File: src/rtl/red_pitaya_asg_pkg.sv
// Shared definitions for the arbitrary signal generator buffer path.
// Holds the loader state encoding and the default buffer address width.
package red_pitaya_asg_pkg;

    localparam int ASG_RSZ = 14;

    typedef enum logic [1:0] {
        ST_IDLE = 2'd0,
        ST_RUN  = 2'd1,
        ST_DONE = 2'd2
    } asg_ld_state_t;

endpackage

File: src/rtl/red_pitaya_asg_buf_loader.sv
// Streams samples into the ASG sample buffer, one registered write per transfer.
// Supports one-shot and ring fills with an optional read-pointer collision guard.
module red_pitaya_asg_buf_loader
    import red_pitaya_asg_pkg::*;
#(
    parameter int RSZ = ASG_RSZ
)(
    input  logic           dac_clk_i,
    input  logic           dac_rst_i,
    input  logic           cfg_start_i,
    input  logic           cfg_abort_i,
    input  logic [RSZ-1:0] cfg_base_i,
    input  logic [RSZ:0]   cfg_len_i,
    input  logic           cfg_wrap_i,
    input  logic           cfg_guard_i,
    input  logic [RSZ-1:0] buf_rpnt_i,
    input  logic           s_valid_i,
    input  logic [13:0]    s_data_i,
    output logic           s_ready_o,
    output logic           buf_we_o,
    output logic [RSZ-1:0] buf_addr_o,
    output logic [13:0]    buf_wdata_o,
    output logic           busy_o,
    output logic           done_o,
    output logic [RSZ:0]   wr_cnt_o
);

    localparam logic [RSZ-1:0] ADDR_ONE = {{(RSZ-1){1'b0}}, 1'b1};
    localparam logic [RSZ:0]   CNT_ONE  = {{RSZ{1'b0}}, 1'b1};
    localparam logic [RSZ:0]   CNT_MAX  = '1;

    asg_ld_state_t  state_q;
    asg_ld_state_t  state_d;
    logic [RSZ-1:0] base_q;
    logic [RSZ-1:0] addr_q;
    logic [RSZ:0]   len_q;
    logic [RSZ:0]   off_q;
    logic [RSZ:0]   cnt_q;
    logic           wrap_q;
    logic           guard_q;
    logic           last_q;
    logic           stall;
    logic           xfer;
    logic           at_last;
    logic           start_ok;

    // Ring mode must not overwrite the sample the DAC is about to read.
    assign stall     = guard_q & wrap_q & (addr_q == buf_rpnt_i);
    assign s_ready_o = (state_q == ST_RUN) & ~stall & ~last_q;
    assign xfer      = s_valid_i & s_ready_o;
    assign at_last   = (off_q == (len_q - CNT_ONE));
    assign start_ok  = (state_q == ST_IDLE) & cfg_start_i & ~cfg_abort_i;

    assign busy_o   = (state_q != ST_IDLE);
    assign done_o   = (state_q == ST_DONE);
    assign wr_cnt_o = cnt_q;

    always_ff @(posedge dac_clk_i or posedge dac_rst_i) begin
        if (dac_rst_i) begin
            state_q <= ST_IDLE;
        end else begin
            state_q <= state_d;
        end
    end

    always_comb begin
        state_d = state_q;
        unique case (state_q)
            ST_IDLE: begin
                if (start_ok) begin
                    state_d = (cfg_len_i == '0) ? ST_DONE : ST_RUN;
                end
            end
            ST_RUN: begin
                if (cfg_abort_i) begin
                    state_d = ST_IDLE;
                end else if (last_q) begin
                    state_d = ST_DONE;
                end
            end
            ST_DONE: state_d = ST_IDLE;
            default: state_d = ST_IDLE;
        endcase
    end

    always_ff @(posedge dac_clk_i or posedge dac_rst_i) begin
        if (dac_rst_i) begin
            buf_we_o    <= 1'b0;
            buf_addr_o  <= '0;
            buf_wdata_o <= '0;
            base_q      <= '0;
            addr_q      <= '0;
            len_q       <= '0;
            off_q       <= '0;
            cnt_q       <= '0;
            wrap_q      <= 1'b0;
            guard_q     <= 1'b0;
            last_q      <= 1'b0;
        end else begin
            buf_we_o <= xfer;
            if (xfer) begin
                buf_addr_o  <= addr_q;
                buf_wdata_o <= s_data_i;
            end
            if (start_ok) begin
                base_q  <= cfg_base_i;
                addr_q  <= cfg_base_i;
                len_q   <= cfg_len_i;
                wrap_q  <= cfg_wrap_i;
                guard_q <= cfg_guard_i;
                off_q   <= '0;
                cnt_q   <= '0;
                last_q  <= 1'b0;
            end else if (xfer) begin
                if (cnt_q != CNT_MAX) begin
                    cnt_q <= cnt_q + CNT_ONE;
                end
                if (at_last) begin
                    // One-shot: hold off ready until the final write lands.
                    if (wrap_q) begin
                        addr_q <= base_q;
                        off_q  <= '0;
                    end else begin
                        last_q <= 1'b1;
                    end
                end else begin
                    addr_q <= addr_q + ADDR_ONE;
                    off_q  <= off_q + CNT_ONE;
                end
            end
        end
    end

endmodule

File: config.mk
export PLATFORM = sky130hd
export DESIGN_NAME = red_pitaya_asg_buf_loader
export DESIGN_NICKNAME = d
export VERILOG_FILES = /design/src/rtl/red_pitaya_asg_pkg.sv /design/src/rtl/red_pitaya_asg_buf_loader.sv
export SDC_FILE = /design/constraint.sdc
export NUM_CORES = 1
export LEC_CHECK = 0
export CAP_MARGIN = 20
export CORE_MARGIN = 2
export CORE_UTILIZATION = 52
export DETAILED_ROUTE_END_ITERATION = 16
export GPL_TIMING_DRIVEN = 0
export PLACE_DENSITY = 0.77
export SETUP_SLACK_MARGIN = 0.1
export SYNTH_ARGS = -nofsm -noshare
export SYNTH_HDL_FRONTEND = slang
export SYNTH_SLANG_ARGS = --single-unit
export TNS_END_PERCENT = 10
File: constraint.sdc
create_clock -name dac_clk_i -period 8.1 [get_ports dac_clk_i]
set_input_delay 1.215 -clock dac_clk_i [delete_from_list [all_inputs] [get_ports dac_clk_i]]
set_output_delay 1.215 -clock dac_clk_i [all_outputs]
set_load 0.01 [all_outputs]
; Word level (Yosys, flattened, before mapping)
; Cells that the tools add are included.
[word_totals]
register_bits = 107
out_inout_bits = 47
[classes]
n_addsub = 4
eq_ne = 9
mux = 20
bitwise = 10
n_reduce_logical = 10
[op_table]
columns = operator, count
row1 = $mux W15, 7
row2 = $mux W14, 4
row3 = $add A15 B1 Y15 const B, 2
row4 = $eq A15 B15 Y1, 1
row5 = $logic_not A15 Y1, 1
row6 = $ne A15 B15 Y1 const B, 1
row7 = $sub A15 B1 Y15 const B, 1
row8 = $add A14 B1 Y14 const B, 1
row9 = $eq A14 B14 Y1, 1
row10 = $mux W2, 4
row11 = $reduce_bool A2 Y1, 4
row12 = $and A1 B1 Y1, 7
row13 = $reduce_and A2 Y1, 3
row14 = $mux W1, 4
row15 = $pmux W2 S2, 1
row16 = $ne A3 B2 Y1 const B, 1
row17 = $ne A3 B3 Y1 const B, 1
row18 = $not A1 Y1, 3
row19 = $reduce_and A3 Y1, 1
row20 = $eq A2 B1 Y1 const B, 1
row21 = $eq A2 B2 Y1 const B, 1
row22 = $logic_not A2 Y1, 1
row23 = $ne A2 B1 Y1 const B, 1
row24 = $ne A2 B2 Y1 const B, 1

; Depth between registers and ports, before layout
; Gate-level depths: netlist of the first run.
[depth]
ltp_word = 8
depth_mapped = 12

; Worst setup path before layout of the first run
; No wires, ideal clock.
[synth_path]
kind = input-to-reg
startpoint = input buf_rpnt_i[2]
endpoint = register cnt_q[3], in the netlist wr_cnt_o[3]
arrival_ns = 3.135
required_ns = 8.022
path_slack_ns = 4.887
cell_stages = 11
path_buffers = 2
cell_sequence = xor2_1 -> nor4_1 -> nand4_1 -> and2_1 -> nand2_1 -> inv_2 -> a21oi_1 -> clkbuf_1 -> buf_2 -> o21ai_0 -> a21oi_1
[synth_via]
elab_chain_len = 8
[synth_lines]
columns = element, line
row1 = "start, declared", red_pitaya_asg_buf_loader.sv:16  ; input logic [RSZ-1:0] buf_rpnt_i,
row2 = $eq A14 B14 Y1, red_pitaya_asg_buf_loader.sv:48  ; assign stall = guard_q & wrap_q & (addr_q == buf_rpnt_i);
row3 = $and A1 B1 Y1, red_pitaya_asg_buf_loader.sv:48
row4 = $not A1 Y1, red_pitaya_asg_buf_loader.sv:49  ; assign s_ready_o = (state_q == ST_RUN) & ~stall & ~last_q;
row5 = $and A1 B1 Y1 (2 in series), red_pitaya_asg_buf_loader.sv:49
row6 = net s_ready_o, red_pitaya_asg_buf_loader.sv:19  ; output logic s_ready_o,
row7 = $and A1 B1 Y1, red_pitaya_asg_buf_loader.sv:50  ; assign xfer = s_valid_i & s_ready_o;
row8 = $reduce_bool A2 Y1 (no source line), --
row9 = $reduce_and A2 Y1 (no source line), --
row10 = "end signal, assigned", red_pitaya_asg_buf_loader.sv:116  ; cnt_q <= cnt_q + CNT_ONE;
row11 = "end, declared", red_pitaya_asg_buf_loader.sv:38  ; logic [RSZ:0] cnt_q;
; The timed path passes the listed nets, and every way through them passes these cells.
; A chain may end at the register's enable or synchronous reset.

; Worst setup path after layout of the first run
[layout_path]
startpoint = input buf_rpnt_i[13]
endpoint = register cnt_q[8], in the netlist wr_cnt_o[8]
[layout_via]
elab_chain_len = 8
[layout_lines]
columns = element, line
row1 = $eq A14 B14 Y1, red_pitaya_asg_buf_loader.sv:48
row2 = $and A1 B1 Y1, red_pitaya_asg_buf_loader.sv:48
row3 = $not A1 Y1, red_pitaya_asg_buf_loader.sv:49
row4 = $and A1 B1 Y1 (2 in series), red_pitaya_asg_buf_loader.sv:49
row5 = $and A1 B1 Y1, red_pitaya_asg_buf_loader.sv:50
row6 = $reduce_bool A2 Y1 (no source line), --
row7 = $reduce_and A2 Y1 (no source line), --
; No other way between the ends.

==> results.toml, run 1 <==
[setup_path]
reg2reg_from = "addr_q[0]"
timing.critical_path.from_type = "input port"
setup.worst_path.end_class = "register"
rrSetupSlack_ps = 4640
crit_arrival_ps = 4380
r2r_cells = 12
cp_data_required_time_ps = 8380
cpMaxStageDelayCell = "a21oi_1"
max_stage_delay_ps = 520
startpoint = "buf_rpnt_i[13]"
worstPathCellList = "clkdlybuf4s50_1 -> xor2_1 -> nor4_1 -> nand4_1 -> and2_1 -> nand2_1 -> inv_2 -> a21oi_1 -> clkbuf_1 -> buf_2 -> o31ai_1 -> a21oi_1"
crit_top_cell = "a21oi_1"
worst-setup-path-type = "in2reg"
path_max_fanout = 10

[synthesis]
netlist_area_sq_um = 5993
yosys_most_used_dff = "dfrtp_1"
synth_compound_area_share_pct = 15.24
async_flop_share_pct = 100.0
synth_top_family_by_area = "simple AND/OR/NAND/NOR gates"
synthesis.nets = 746
synth-adder-area-share_pct = 0.8351
ys_ff_latch = 107
synth_mux_area_share_pct = 2.046
synth_xor_area_share_pct = 5.783
syn_area_per_cell_sq_um = 8.840
ys_seq_area_share_pct = 44.68
synth_edf_count = 0
yosys_warnings = 0
synth.distinct_cells = 67
synthCells = 678
synthSimpleGateAreaFrac_pct = 26.93

[floorplanning]
coreArea_sq_um = 11320
start_util_pct = 52.94
die_w_microns = 111.4
dieHeight_microns = 111.4
rows = 39
dieArea_sq_um = 12400
io_pins = 111

[clock_network]
post_cts_buffers = 0
clockRootBuffer = "clkbuf_16"
cts_resized = 0
clock_latency_ps = 360
tritoncts = "built"
cts_sinks = 107
cts_buffer_depth = 2
cts_hold_buf = 0
htree_levels = 3
clk_pin_slew_ps = 70
cts_made_buffers = 9

[finish]
layout_commonest_cell = "nand2_1"
multiInputGateArea_sq_um = 3047
layout_common_cells = "nand2_1, clkdlybuf4s50_1, dfrtp_1"
diodes = 0
fillers = 901
nNetsFinal = 868
final_layout_size_suffix_gt1_share_pct = 5.093
seqCellArea_sq_um = 2678
syn2layout_area_growth_pct = 27.08

[hold_path]
holdPathStages = 2
hold_path_class = "reg2reg"
min_from = "buf_wdata_o[1]"

[run_status]
status = "finished clean"

[timing]
min_period_ps = 4108
rsz0062_at_grt = "false"
fin_setup_tns_ps = 0
fmax_mhz = 243.4
finClkSkew_ps = 13.02
hold_viol_final = 0
worst_hold_slack_ps = 474.8
fin_crit_sh_pct = 50.71
setup_violations = 0
drv_slew = 0
worst_pin_slew_ps = 849.1
timing.slew.headroom_pct = 43.18

[place]
dp_hpwl_microns = 12590
gp_congestion = 0.8982
io_buffer_count = 110

[drt]
drc_errors = 0
dr.pass1.iters = 5
ant_nets = 0
wire_per_inst_microns = 18.43
wirelength_microns = 17470
drt_iter0_drc = 516
via_count = 5722
vias_per_cell = 6.036

[grt]
grt_pass1_wl_microns = 28390
grt_max_degree = 62
grt_pass1_vias = 5778
grt_usage_pct = 28.36
antenna_found_initial = 0
overflow = 0

[pwr]
leakage_nw = 3.207
power_density_nw_per_um2 = 233.3
max-vdd-ir-drop_uv = 202.8

[job]
cap_violations = 0
==> per-layer routing <==
layer,share of wire (%),track usage (%)
met1,40,34.86
met2,48,46.99
met3,8.4,8.220
met4,3.7,12.10
met5,0,0
==> cells by family (layout without fill, tap and decap cells) <==
logic type	after synthesis	in the layout
AND/OR/NAND/NOR	323	323
AO/OA/AOI/OAI	130	130
flip-flops	107	107
buffers and inverters	64	191
XOR/XNOR	38	38
multiplexers	12	12
adder cells (fa/ha/maj)	4	4
==> synth_stat cells (2+ instances only) <==
library cell  number  share of area (%)
o21ai_0           15                1.3
or4b_1             2               0.33
a21o_1             9                1.1
a311oi_1           4               0.58
clkbuf_1          33                2.1
a2bb2oi_1          9                1.3
or3_1              4               0.42
a31oi_1            3               0.31
and2_1            14                1.5
o32ai_1            4               0.58
nor2_1            35                2.2
a41oi_1            3               0.44
inv_1             22                1.4
nor3b_1            2               0.25
nor3_1            10               0.84
ha_1               4               0.84
xnor2_1           15                2.2
buf_6              2               0.38
or4_1             20                2.5
and4_1             4               0.58
nand4_1           15                1.6
o31ai_1           20                2.5
o211ai_1           3               0.38
nand2_1          160                 10
a211oi_1          12                1.5
xor2_1            22                3.2
nand2b_1           5               0.52
and3_1             3               0.31
nor2b_1            7               0.73
a21boi_0           4               0.50
nor4_1            11                1.1
nand4b_1           3               0.44
buf_4              3               0.38
dfrtp_1          107                 45
mux2i_1           10                1.7
a21oi_1           31                2.6
nand3_1           15                1.3
or2_2              2               0.21
mux2_2             2               0.38
buf_2              2               0.17
==> stage by stage <==
| stage | util [%] | area [sq um] | total power [mW] | std cells | setup WS, ps |
|---|---|---|---|---|---|
| 2_1_floorplan | - | 5993 | 1.067 | 678 | 4068 |
| 3_3_place_gp | 64.25 | 7273 | 1.284 | 931 | 2527 |
| 3_5_place_dp | 64.51 | 7303 | 1.309 | 932 | 3737 |
| 4_1_cts | 67.27 | 7616 | 1.777 | 948 | 3998 |
| 5_1_grt | 67.27 | 7616 | 1.869 | 948 | 3828 |
| 6_report | 67.27 | 7616 | 1.777 | 948 | 3992 |
==> final timing paths <==
check | to
setup / recovery | wr_cnt_o[8]
hold / removal | buf_wdata_o[1]
setup reg to reg | wr_cnt_o[8]
hold reg to reg | buf_wdata_o[1]
max in group asynchronous | off_q[4]
min in group asynchronous | wr_cnt_o[5]
==> worst max-delay path, delay by kind of cell <==
kind / cells / cell delay (ps)
xor gates and xnor gates: 1 / 160
AOI/OAI and AO/OA: 3 / 810
and+or+nand+nor: 4 / 960
buffers and inverters: 4 / 1230
==> power by group <==
group / leakage, nW / switching [mW] / internal, mW
Sequential: 1.35 / 0.102 / 0.636
Clock: 0.152 / 0.215 / 0.247
Combinational: 1.70 / 0.305 / 0.271
Total: 3.21 / 0.622 / 1.15
==> flip-flops by register name, summed over array words and instances (netlist names), 2 cells and up <==
name / cells
base_q: 14
state_q: 2
len_q: 15
buf_wdata_o: 14
off_q: 15
buf_addr_o: 14
addr_q: 14
wr_cnt_o: 15
==> area by class of cell <==
class | instances | area share (%)
flip-flops and latches | 107 | 35.16
clock inverters | 6 | 1.101
repair buffers | 111 | 14.82
multi-input cells | 507 | 40.00
clock buffers | 10 | 3.006
plain buffers | 41 | 2.399
well taps | 143 | 2.349
inverters | 23 | 1.166
Power figures use the tool's default switching activity.
==> run 2, diff against run 1 <==
Settings changed: CORE_UTILIZATION 52 to 48, PLACE_DENSITY 0.77 to 0.74.
Clock period 8.1 ns to 3.3 ns, I/O delays scaled along.
==> results.toml, run 2 (synthesis gave the netlist of run 1 again) <==
[timing]
min_period_ps = 3090
worst_pin_slew_ps = 797.7
rsz0062_at_grt = "true"
setup_ws_ps = 210.1
hold_viol_final = 0
setup_violations = 0
fin_crit_sh_pct = 93.63
drv_slew = 0
fin_setup_tns_ps = 0
finClkSkew_ps = 14.29
timing.slew.headroom_pct = 46.71
fmax_mhz = 323.6

[setup_path]
worstPathCellList = "buf_6 -> or4_4 -> or3_4 -> a2111oi_2 -> and4_2 -> nand3_2 -> a311oi_1 -> o32ai_1"
cp_top_family = "simple AND/OR/NAND/NOR gates"
crit_buf_inv = 1
crit_arrival_ps = 3310
timing.critical_path.from_type = "register"
worst-setup-path-type = "reg2reg"
path_max_fanout = 10
cpMaxStageDelayCell = "or4_4"
setup.worst_path.end_class = "register"
cp_data_required_time_ps = 3520
max_stage_delay_ps = 530

[place]
gp_congestion = 0.8441
dp_hpwl_microns = 12920
io_buffer_count = 110
placement.setup.worst_slack_ps = -321.4

[clock_network]
cts_buffer_depth = 2
clk_pin_slew_ps = 80
cts_made_buffers = 9
cts_sinks = 107
clockRootBuffer = "clkbuf_16"
htree_levels = 3
cts_hold_buf = 0
tritoncts = "built"
clock_latency_ps = 360

[grt]
grt_pass1_vias = 5934
grt_pass1_wl_microns = 29170
grt_usage_pct = 27.97
overflow = 0
antenna_found_initial = 0
grt_max_degree = 41

[drt]
drt_iter0_drc = 443
dr.pass1.iters = 5
wirelength_microns = 17620
vias_per_cell = 5.788
via_count = 5684
ant_nets = 0
wire_per_inst_microns = 17.94
drc_errors = 0

[hold_path]
hold_path_class = "reg2reg"

[finish]
final_layout_size_suffix_gt1_share_pct = 8.477
syn2layout_area_growth_pct = 30.08
layout_commonest_cell = "nand2_1"
nNetsFinal = 877
diodes = 0
layout_common_cells = "nand2_1, clkdlybuf4s50_1, dfrtp_1"
postLayoutCoreUtil_pct = 64.37

[floorplanning]
die_w_microns = 115.7
dieArea_sq_um = 13400
dieHeight_microns = 115.7
coreArea_sq_um = 12110
start_util_pct = 49.48
rows = 40
io_pins = 111

[pwr]
leakage_nw = 3.273
power_density_nw_per_um2 = 564.5
p_int_mw = 2.855
p_clk_share_pct = 26.2
max-vdd-ir-drop_uv = 456.9
power.switching_mw = 1.546
pwr-share-comb_pct = 32.6
sw_frac_of_total_pct = 35.13
power_mw = 4.401
power.share.sequential_pct = 41.2

[job]
cap_violations = 0

[run_status]
status = "finished clean"
## run 2: cell count changes in the layout (fill, tap and decap cells not counted), sizes merged
cell	previous run	this run
clkinvlp	0	3
clkinv	3	1
buf	9	17
## run 2: layout make-up
type	count	area (sq um)
tap	168	210.2
clock inverter	7	92.59
sequential	107	2678
inverter	23	90.09
buffer	41	192.7
fill	1026	4315
timing repair buffer	120	1201
clock buffer	9	225.2
multi-input combinational	507	3107
## run 2: metal layers
layer,track usage [%],vias up,routed length (microns)
li1,-,2656,-
met1,34.81,2761,7187
met2,45.93,226,8636
met3,8.159,41,1305
met4,11.43,0,493
met5,0,-,0
## run 2: path summary, 6_finish.rpt
check | depth (start not counted) | from | endpoint | slack [ps]
setup / recovery | 8 | len_q[2] | addr_q[9] | 210
min in group asynchronous | 2 | dac_rst_i | buf_wdata_o[9] | 620
hold / removal | 2 | buf_wdata_o[10] | buf_wdata_o[10] | 480
setup reg to reg | 8 | len_q[2] | addr_q[9] | 210
hold reg to reg | 2 | buf_wdata_o[10] | buf_wdata_o[10] | 480
max in group asynchronous | 3 | dac_rst_i | addr_q[5] | 2010
## run 2: power by group through the flow
| stage | combinational [mW] | clock (mW) | sequential [mW] |
|---|---|---|---|
| floorplan | 0.802 | 0 | 1.82 |
| global placement | 1.34 | 0 | 1.82 |
| detailed placement | 1.39 | 0 | 1.83 |
| CTS | 1.41 | 1.17 | 1.81 |
| global route | 1.59 | 1.23 | 1.85 |
| finish | 1.43 | 1.15 | 1.81 |
## run 2: worst register-to-register path, stage by stage (launching register included)
cell	delay, ps
dfrtp_1	370
buf_6	140
or4_4	530
or3_4	350
a2111oi_2	400
and4_2	350
nand3_2	240
a311oi_1	440
o32ai_1	160
## run 2: repair_timing
action,CTS,global route
hold endpoints to repair,0,0
setup buffers,0,8
endpoints found under the setup margin,33,41
resized for setup,6,17
pin swaps,0,4
## run 2: per-stage QoR
| stage | cells | hold WS (ps) | cell area (sq um) |
|---|---|---|---|
| global route | 982 | 501.7 | 7796 |
| detailed placement | 958 | 464.7 | 7348 |
| floorplan | 678 | 444.7 | 5997 |
| finish | 982 | 482.4 | 7796 |
| global placement | 956 | 458.7 | 7308 |
| CTS | 974 | 487.6 | 7677 |
